==> src/rtl/bar_foo_operand_pairer_if.sv <==
// Handshake bundle for the operand pairer: word source side, pair sink side and status.
// slave is the pairer's view; master is the environment driving words and consuming pairs.
interface bar_foo_operand_pairer_if #(
  parameter int unsigned WIDTH = 4,
  parameter int unsigned DEPTH = 4
);
  localparam int unsigned CW = $clog2(DEPTH + 1);

  logic             s_valid;
  logic             s_ready;
  logic [WIDTH-1:0] s_data;
  logic             m_valid;
  logic             m_ready;
  logic [WIDTH-1:0] m_in1;
  logic [WIDTH-1:0] m_in2;
  logic [CW-1:0]    count;
  logic             half;

  modport master (
    output s_valid, s_data, m_ready,
    input  s_ready, m_valid, m_in1, m_in2, count, half
  );

  modport slave (
    input  s_valid, s_data, m_ready,
    output s_ready, m_valid, m_in1, m_in2, count, half
  );
endinterface

==> src/rtl/bar_foo_operand_pairer.sv <==
// Pairs consecutive operand words into (in1, in2) and buffers the pairs in a small
// first-word-fall-through FIFO feeding the bar_foo datapath stage.
module bar_foo_operand_pairer #(
  parameter int unsigned WIDTH = 4,
  parameter int unsigned DEPTH = 4,
  localparam int unsigned CW = $clog2(DEPTH + 1)
) (
  input logic                     CLK,
  input logic                     ASYNCRESETN,
  bar_foo_operand_pairer_if.slave bus
);
  localparam int unsigned PW = $clog2(DEPTH);

  localparam logic [0:0] StIdle  = 1'b0;
  localparam logic [0:0] StHaveA = 1'b1;

  logic [0:0]         state_q, state_d;
  logic [WIDTH-1:0]   hold_q, hold_d;
  logic [2*WIDTH-1:0] mem_q [DEPTH];
  logic [PW-1:0]      wr_ptr_q, rd_ptr_q;
  logic [CW-1:0]      count_q, count_d;
  logic               full;
  logic               s_xfer;
  logic               push;
  logic               pop;
  logic               s_ready;
  logic               m_valid;

  assign full = (count_q == CW'(DEPTH));

  // Ready depends on registered state only; m_ready never reaches s_ready.
  assign s_ready = ASYNCRESETN && ((state_q == StIdle) || !full);
  assign s_xfer  = bus.s_valid && s_ready;
  assign push    = s_xfer && (state_q == StHaveA);
  assign m_valid = (count_q != '0);
  assign pop     = m_valid && bus.m_ready;

  always_comb begin
    state_d = state_q;
    hold_d  = hold_q;
    if (s_xfer) begin
      if (state_q == StIdle) begin
        hold_d  = bus.s_data;
        state_d = StHaveA;
      end else begin
        state_d = StIdle;
      end
    end
  end

  always_comb begin
    count_d = count_q;
    unique case ({push, pop})
      2'b10:   count_d = count_q + CW'(1);
      2'b01:   count_d = count_q - CW'(1);
      default: count_d = count_q;
    endcase
  end

  always_ff @(posedge CLK or negedge ASYNCRESETN) begin
    if (!ASYNCRESETN) begin
      state_q  <= StIdle;
      hold_q   <= '0;
      wr_ptr_q <= '0;
      rd_ptr_q <= '0;
      count_q  <= '0;
      for (int unsigned i = 0; i < DEPTH; i++) begin
        mem_q[i] <= '0;
      end
    end else begin
      state_q <= state_d;
      hold_q  <= hold_d;
      count_q <= count_d;
      if (push) begin
        mem_q[wr_ptr_q] <= {hold_q, bus.s_data};
        wr_ptr_q        <= wr_ptr_q + PW'(1);
      end
      if (pop) begin
        rd_ptr_q <= rd_ptr_q + PW'(1);
      end
    end
  end

  assign bus.s_ready = s_ready;
  assign bus.m_valid = m_valid;
  assign bus.m_in1   = m_valid ? mem_q[rd_ptr_q][2*WIDTH-1:WIDTH] : '0;
  assign bus.m_in2   = m_valid ? mem_q[rd_ptr_q][WIDTH-1:0] : '0;
  assign bus.count   = count_q;
  assign bus.half    = (state_q == StHaveA);
endmodule

==> src/flat_wrapper.sv <==
// flat-port wrapper written by rule: the top's interface ports become plain ports
module bar_foo_operand_pairer_flat 
#(
  parameter int unsigned WIDTH = 4,
  parameter int unsigned DEPTH = 4,
  localparam int unsigned CW = $clog2(DEPTH + 1)
)
  (CLK, ASYNCRESETN, bus_s_valid, bus_s_data, bus_m_ready, bus_s_ready, bus_m_valid, bus_m_in1, bus_m_in2, bus_count, bus_half);
  bar_foo_operand_pairer_if #(.WIDTH(WIDTH), .DEPTH(DEPTH)) bus_i ();
  input logic CLK;
  input logic ASYNCRESETN;
  input wire logic [$bits(bus_i.s_valid)-1:0] bus_s_valid;
  input wire logic [$bits(bus_i.s_data)-1:0] bus_s_data;
  input wire logic [$bits(bus_i.m_ready)-1:0] bus_m_ready;
  output wire logic [$bits(bus_i.s_ready)-1:0] bus_s_ready;
  output wire logic [$bits(bus_i.m_valid)-1:0] bus_m_valid;
  output wire logic [$bits(bus_i.m_in1)-1:0] bus_m_in1;
  output wire logic [$bits(bus_i.m_in2)-1:0] bus_m_in2;
  output wire logic [$bits(bus_i.count)-1:0] bus_count;
  output wire logic [$bits(bus_i.half)-1:0] bus_half;
  assign bus_i.s_valid = bus_s_valid;
  assign bus_i.s_data = bus_s_data;
  assign bus_i.m_ready = bus_m_ready;
  assign bus_s_ready = bus_i.s_ready;
  assign bus_m_valid = bus_i.m_valid;
  assign bus_m_in1 = bus_i.m_in1;
  assign bus_m_in2 = bus_i.m_in2;
  assign bus_count = bus_i.count;
  assign bus_half = bus_i.half;
  bar_foo_operand_pairer #(.WIDTH(WIDTH), .DEPTH(DEPTH)) u_core (.CLK(CLK), .ASYNCRESETN(ASYNCRESETN), .bus(bus_i));
endmodule
==> config.mk <==
export PLATFORM = sky130hd
export DESIGN_NAME = bar_foo_operand_pairer_flat
export DESIGN_NICKNAME = d
export VERILOG_FILES = /design/src/rtl/bar_foo_operand_pairer_if.sv /design/src/rtl/bar_foo_operand_pairer.sv /design/src/flat_wrapper.sv
export SDC_FILE = /design/constraint.sdc
export NUM_CORES = 1
export LEC_CHECK = 0
export CAP_MARGIN = 10
export CORE_MARGIN = 2
export CORE_UTILIZATION = 56
export CTS_CLUSTER_DIAMETER = 80
export DETAILED_ROUTE_END_ITERATION = 7
export GPL_TIMING_DRIVEN = 0
export PLACE_DENSITY = 0.79
export SKIP_LAST_GASP = 1
export SYNTH_ARGS = -nofsm -noshare
export SYNTH_HDL_FRONTEND = slang
export SYNTH_SLANG_ARGS = --single-unit
==> constraint.sdc <==
create_clock -name CLK -period 2.76 [get_ports CLK]
set_clock_uncertainty 0.05 [all_clocks]
set_input_delay 0.828 -clock CLK [delete_from_list [all_inputs] [get_ports CLK]]
set_output_delay 0.828 -clock CLK [all_outputs]
set_load 0.05 [all_outputs]
==> flow_summary.ini, run 1 <==
[status]
status = finished, final reports clean

[logic_synthesis]
synth-main-ff-cell = dfrtp_1
yosysWarnings = 0
syn-cell-area_mm2 = 0.00210
yosys.area.top_type = dfrtp_1
async_reset_ff_share_pct = 100
syn-num-nets = 151
postSynthCellCount = 137
yosys-top-cells-area = dfrtp_1 (52%), mux2_2 (19%), mux4_2 (8.6%), ha_1 (3.0%), and2_1 (2.7%)
synth-seq-cells = 44
seq_area_frac_synth_pct = 52.4
synth_edf_count = 0
synth.avg_cell_area_um2 = 15.3
netlist.area_leader.share_pct = 52.4
synthDistinctLibCells = 25

[setup_path]
critPathRequiredTime_ps = 1880
r2r_slack_ps = 390
rr_endpoint = u_core.bus.count[2]
path_buf_inv = 2
crit_path_cell_trace = or3_2, buf_2, and2_1, buf_2
worstPathArrival_ps = 1800
crit_start = u_core.bus.count[1]
critPathMaxFanout = 10
crit_type = reg -> out
slowest_delay_ps = 490
cpMaxStageDelayCell = or3_2
reg2reg_from = u_core.bus.count[1]
reg2regPathDepth = 8
crit_family = simple AND/OR/NAND/NOR gates
endpoint_kind = primary output
start_kind = flop
crit_top_cell = buf_2

[timing]
finalCritPeriodShare_pct = 97.2
setup_violations = 0
rsz0062_at_grt = false
fmax_mhz = 373
tightest_slew_ps = 514
slew_violations = 0
hold_violations = 0
fin_crit_ps = 2680
max_slew_margin_pct = 65.7

[floorplan]
rows = 22
die_area_mm2 = 0.00426
die_width_um = 65.3
ioPinCount = 22
die-height_um = 65.3
initial_core_util_pct = 57.9
core_mm2 = 0.00363

[drt]
antenna_left = 0
wl_per_cell_um = 17.3
viasPerCell = 5.53
vias = 1183
wirelength_mm = 3.71
drc = 0
first_pass_iters = 4
drt_iter0_drc = 59

[clocking]
clkTransAtPathRegs_ps = 90
tritoncts = done
clkSinkCount = 44
clock_tree.root_cell = clkbuf_8
clk_latency_ps = 300
post_cts_resized = 48
clock_path_buffers = 2
postCtsHoldBufs = 0
cts_buffers = 5
postCtsSetupRepairBufs = 0
htree_levels = 2

[placed_design]
port_buffers = 21
dp.final_hpwl_mm = 2.60
place_inst = 207
gp_congestion = 0.711

[layout]
fillerInstances = 276
drive_gt1_share_pct = 47.0
syn2layout_area_growth_pct = 19.2
antenna_cells = 0
layout.cells.non_filler = 214
fin_nets = 179

[global_routing]
grt_antenna_before_repair = 0
grt_usage_pct = 21.0
first_global_vias = 1334
grt_max_degree = 30
grt_overflow = 0
grt_first_pass_wirelength_mm = 6.59

[min_path]
min_path_type = in -> async

[job]
drv_cap = 0
worst max path at each step:
stage | to | cells after the start
final | bus_m_in1[2] | 4
after CTS | bus_s_ready | 4
after global placement | bus_s_ready | 4
after detailed placement | bus_s_ready | 4
after floorplan | bus_s_ready | 2
after global routing | bus_m_in2[0] | 4
cells in the final DEF (no fill, tap or decap):
cell | Yosys | final
dfrtp_2 | 0 | 2
fa_1 | 1 | 1
nand4_1 | 4 | 4
mux2_2 | 36 | 36
mux2i_1 | 1 | 1
ha_1 | 5 | 5
a21o_1 | 1 | 1
nand4b_4 | 1 | 1
buf_12 | 0 | 1
buf_2 | 2 | 10
nor2_1 | 1 | 1
bufinv_16 | 0 | 3
nor2_4 | 4 | 4
or3_2 | 1 | 1
and2_1 | 9 | 9
clkdlybuf4s50_1 | 0 | 10
xor2_1 | 3 | 3
clkbuf_8 | 0 | 5
mux2_4 | 1 | 1
xnor2_1 | 3 | 3
and2_2 | 1 | 1
nand3_1 | 1 | 1
dfrtp_1 | 44 | 42
a21boi_1 | 0 | 1
clkdlybuf4s15_2 | 0 | 1
inv_1 | 5 | 5
mux4_2 | 8 | 8
nand3b_1 | 1 | 1
buf_4 | 1 | 3
nor3b_4 | 1 | 1
worst reg2reg max path, stage by stage, from the launching register on:
cell	delay [ps]
dfrtp_2	450
nor3b_4	490
nand4b_4	270
ha_1	200
inv_1	60
fa_1	370
xor2_1	150
nor2_1	110
xor2_1	160
cell usage after synthesis (2+ instances only):
library cell / count
xnor2_1: 3
buf_2: 2
mux4_2: 8
mux2_2: 36
nor2_4: 4
ha_1: 5
dfrtp_1: 44
and2_1: 9
inv_1: 5
nand4_1: 4
xor2_1: 3
layout make-up:
cell class	instances	area, µm²	area share (%)
clock buffers	5	68.8	2.75
well taps	48	60.1	2.40
inverters	5	18.8	0.749
clock inverters	3	90.1	3.59
repair buffers	22	184	7.34
flip-flops and latches	44	1100	44.0
multi-input cells	84	961	38.3
plain buffers	3	20.0	0.799
sequential cells by signal, summed over array words and instances, names as in the netlist:
register / cells
u_core.rd_ptr_q: 2
u_core.bus.half: 1
u_core.hold_q: 4
u_core.wr_ptr_q: 2
u_core.bus.count: 3
u_core.mem_q: 32
cells by family (layout without fill, tap and decap cells):
group / after synthesis / count (layout) / synth area share, %
muxes: 46 / 46 / 29.0
DFF: 44 / 44 / 52.4
and+or+nand+nor: 24 / 24 / 9.52
buffers and inverters: 9 / 38 / 1.90
adders and majority gates: 6 / 6 / 3.93
xor gates and xnor gates: 6 / 6 / 2.50
AOI/OAI and AO/OA: 2 / 2 / 0.715
per-layer routing:
| layer | wire length [µm] | global-route usage (%) | up-vias |
|---|---|---|---|
| li1 | - | - | 546 |
| met1 | 1530 | 26.7 | 605 |
| met2 | 1950 | 35.6 | 26 |
| met3 | 171 | 4.79 | 6 |
| met4 | 56 | 6.77 | 0 |
| met5 | 0 | 0 | - |
through the flow:
step	hold slack, ps	util, %	cell area (µm²)	setup slack [ps]	setup TNS, ps
floorplan	425	-	2100	128	0
global placement	434	65.3	2370	-2130	-65850
detailed placement	442	65.7	2390	-554	-1710
CTS	325	69.1	2510	20.9	0
global route	325	69.0	2510	5.98	0
finish	324	69.0	2510	78.3	0
Power of run 1 is not shown: default switching activity piles up to over one toggle a cycle in this logic, so the estimate is an artifact.
==> run 2, diff against run 1 <==
Settings changed: SETUP_SLACK_MARGIN set to 0.4.
==> run 2 against run 1 <==
Cell area up 9.2%. Sequential share of layout area down 3.6 points. Non-clock buffer count up 11. Cell count up 5.1%. Clock-buffer cell count up 1. Wire length up 14%. Register-to-register slack better by 180 ps. Critical path depth unchanged. First-iteration DRC count up 12%. Worst hold slack worse by 44 ps. Die area unchanged. Critical path type unchanged. Maximum frequency up 6.8%.
==> flow_summary.ini, run 2 (synthesized netlist as in run 1, its figures left out) <==
[setup_path]
critPathMaxFanout = 5
start_kind = flop
reg2regPathDepth = 10
cpMaxStageDelayCell = mux4_2
critPathRequiredTime_ps = 1880
crit_type = reg -> out
endpoint_kind = primary output
worstPathArrival_ps = 1630
slowest_delay_ps = 500
crit_path_cell_trace = buf_8, mux4_2, and2_4, buf_8
crit_top_cell = buf_8

[clocking]
cts_buffers = 5
clkTransAtPathRegs_ps = 80
clk_latency_ps = 290
clock_path_buffers = 2
tritoncts = done
postCtsHoldBufs = 0
clkSinkCount = 44
clock_tree.root_cell = clkbuf_8
htree_levels = 2

[drt]
wl_per_cell_um = 18.7
vias = 1253
drc = 0
viasPerCell = 5.57
antenna_left = 0
drt_iter0_drc = 66
first_pass_iters = 4
wirelength_mm = 4.21

[timing]
fin_crit_ps = 2510
fmax_mhz = 398
tightest_slew_ps = 495
rsz0062_at_grt = true
finalCritPeriodShare_pct = 91.0
hold_violations = 0
whs_ps = 280
max_slew_margin_pct = 67.2
setup_violations = 0
slew_violations = 0

[power]
total_power_mw = 3.90
p_leak_nw = 1.22
ir_drop_uv = 826
powerDensity_mw_per_mm2 = 1430

[status]
status = finished, final reports clean

[placed_design]
gp_congestion = 0.721
port_buffers = 21
place_inst = 207
dp.final_hpwl_mm = 2.68

[layout]
antenna_cells = 0
drive_gt1_share_pct = 58.2
layout_commonest_cell = dfrtp_1
fin_nets = 190
mostFrequentLayoutCells = dfrtp_1 (40), mux2_2 (36), buf_8 (10)
seqCellArea_mm2 = 0.00111
layout.cells.non_filler = 225
fillerInstances = 232
regMostFlops = u_core.mem_q
multiInputGateArea_mm2 = 0.00101
syn2layout_area_growth_pct = 30.2
largest_reg_flops = 32

[global_routing]
grt_first_pass_wirelength_mm = 7.00
grt_antenna_before_repair = 0
grt_overflow = 0
first_global_vias = 1419
grt_usage_pct = 22.6
grt_max_degree = 30

[floorplan]
initial_core_util_pct = 57.9
die_width_um = 65.3
core_mm2 = 0.00363
rows = 22
ioPinCount = 22
die_area_mm2 = 0.00426
die-height_um = 65.3

[job]
drv_cap = 0

[min_path]
min_path_type = in -> async
[run 2: cell count changes in the layout (fill, tap and decap cells not counted), sizes merged]
cell	previous run	this run
buf	14	24
clkdlybuf4s50	10	4
dlygate4sd2	0	5
bufinv	3	0
clkbuf	5	8
clkinv	0	2
clkdlybuf4s15	1	0
dlymetal6s2s	0	1
[run 2: layout make-up]
cell class / instances / share of cell area (%)
buffer: 4 / 1.69
clock buffer: 6 / 3.02
clock inverter: 2 / 0.366
inverter: 5 / 0.686
multi-input combinational: 84 / 37.0
sequential: 44 / 40.4
tap: 48 / 2.19
timing repair buffer: 32 / 14.6
[run 2: final timing paths]
check / from / slack (ps) / to
setup / recovery: u_core.rd_ptr_q[0] / 250 / bus_m_in1[1]
hold / removal: ASYNCRESETN / 280 / u_core.mem_q[1]
setup reg to reg: u_core.bus.count[1] / 570 / u_core.bus.count[2]
hold reg to reg: u_core.bus.count[2] / 450 / u_core.bus.count[2]
max in group asynchronous: ASYNCRESETN / 2020 / u_core.rd_ptr_q[0]
min in group CLK: u_core.bus.count[2] / 450 / u_core.bus.count[2]
[run 2: metal layers]
layer / GRT usage, % / routed length [µm]
met1: 28.0 / 1810
met2: 39.2 / 2270
met3: 5.14 / 111
met4: 7.29 / 21
met5: 0 / 0
[run 2: power breakdown]
| group | leakage [nW] | switching (mW) | internal [mW] |
|---|---|---|---|
| Clock | 0.0510 | 0.210 | 0.200 |
| Sequential | 0.532 | 0.223 | 0.969 |
| Combinational | 0.642 | 1.10 | 1.21 |
[run 2: through the flow]
step	area (µm²)	utilization [%]	setup WS, ps	TNS (ps)
after detailed placement	2420	66.7	-528	-2090
final	2740	75.3	249	0
after CTS	2690	74.1	186	0
after global routing	2740	75.3	185	0
after floorplan	2140	-	360	0
after global placement	2410	66.3	-2100	-65350
[run 2: worst max-delay path: cells and delay by family, from the launching register on]
family | cells | cell delay [ps]
buf+inv | 2 | 280
simple gates | 1 | 160
mux | 1 | 500
flops | 1 | 400
[run 2: repair_timing]
action                                  CTS  global route
resized for setup                       101            11
setup buffers                             7             1
cloned                                    2             0
endpoints found under the setup margin   15            11
pin swaps                                 8             5
(Power assumes the default switching activity.)
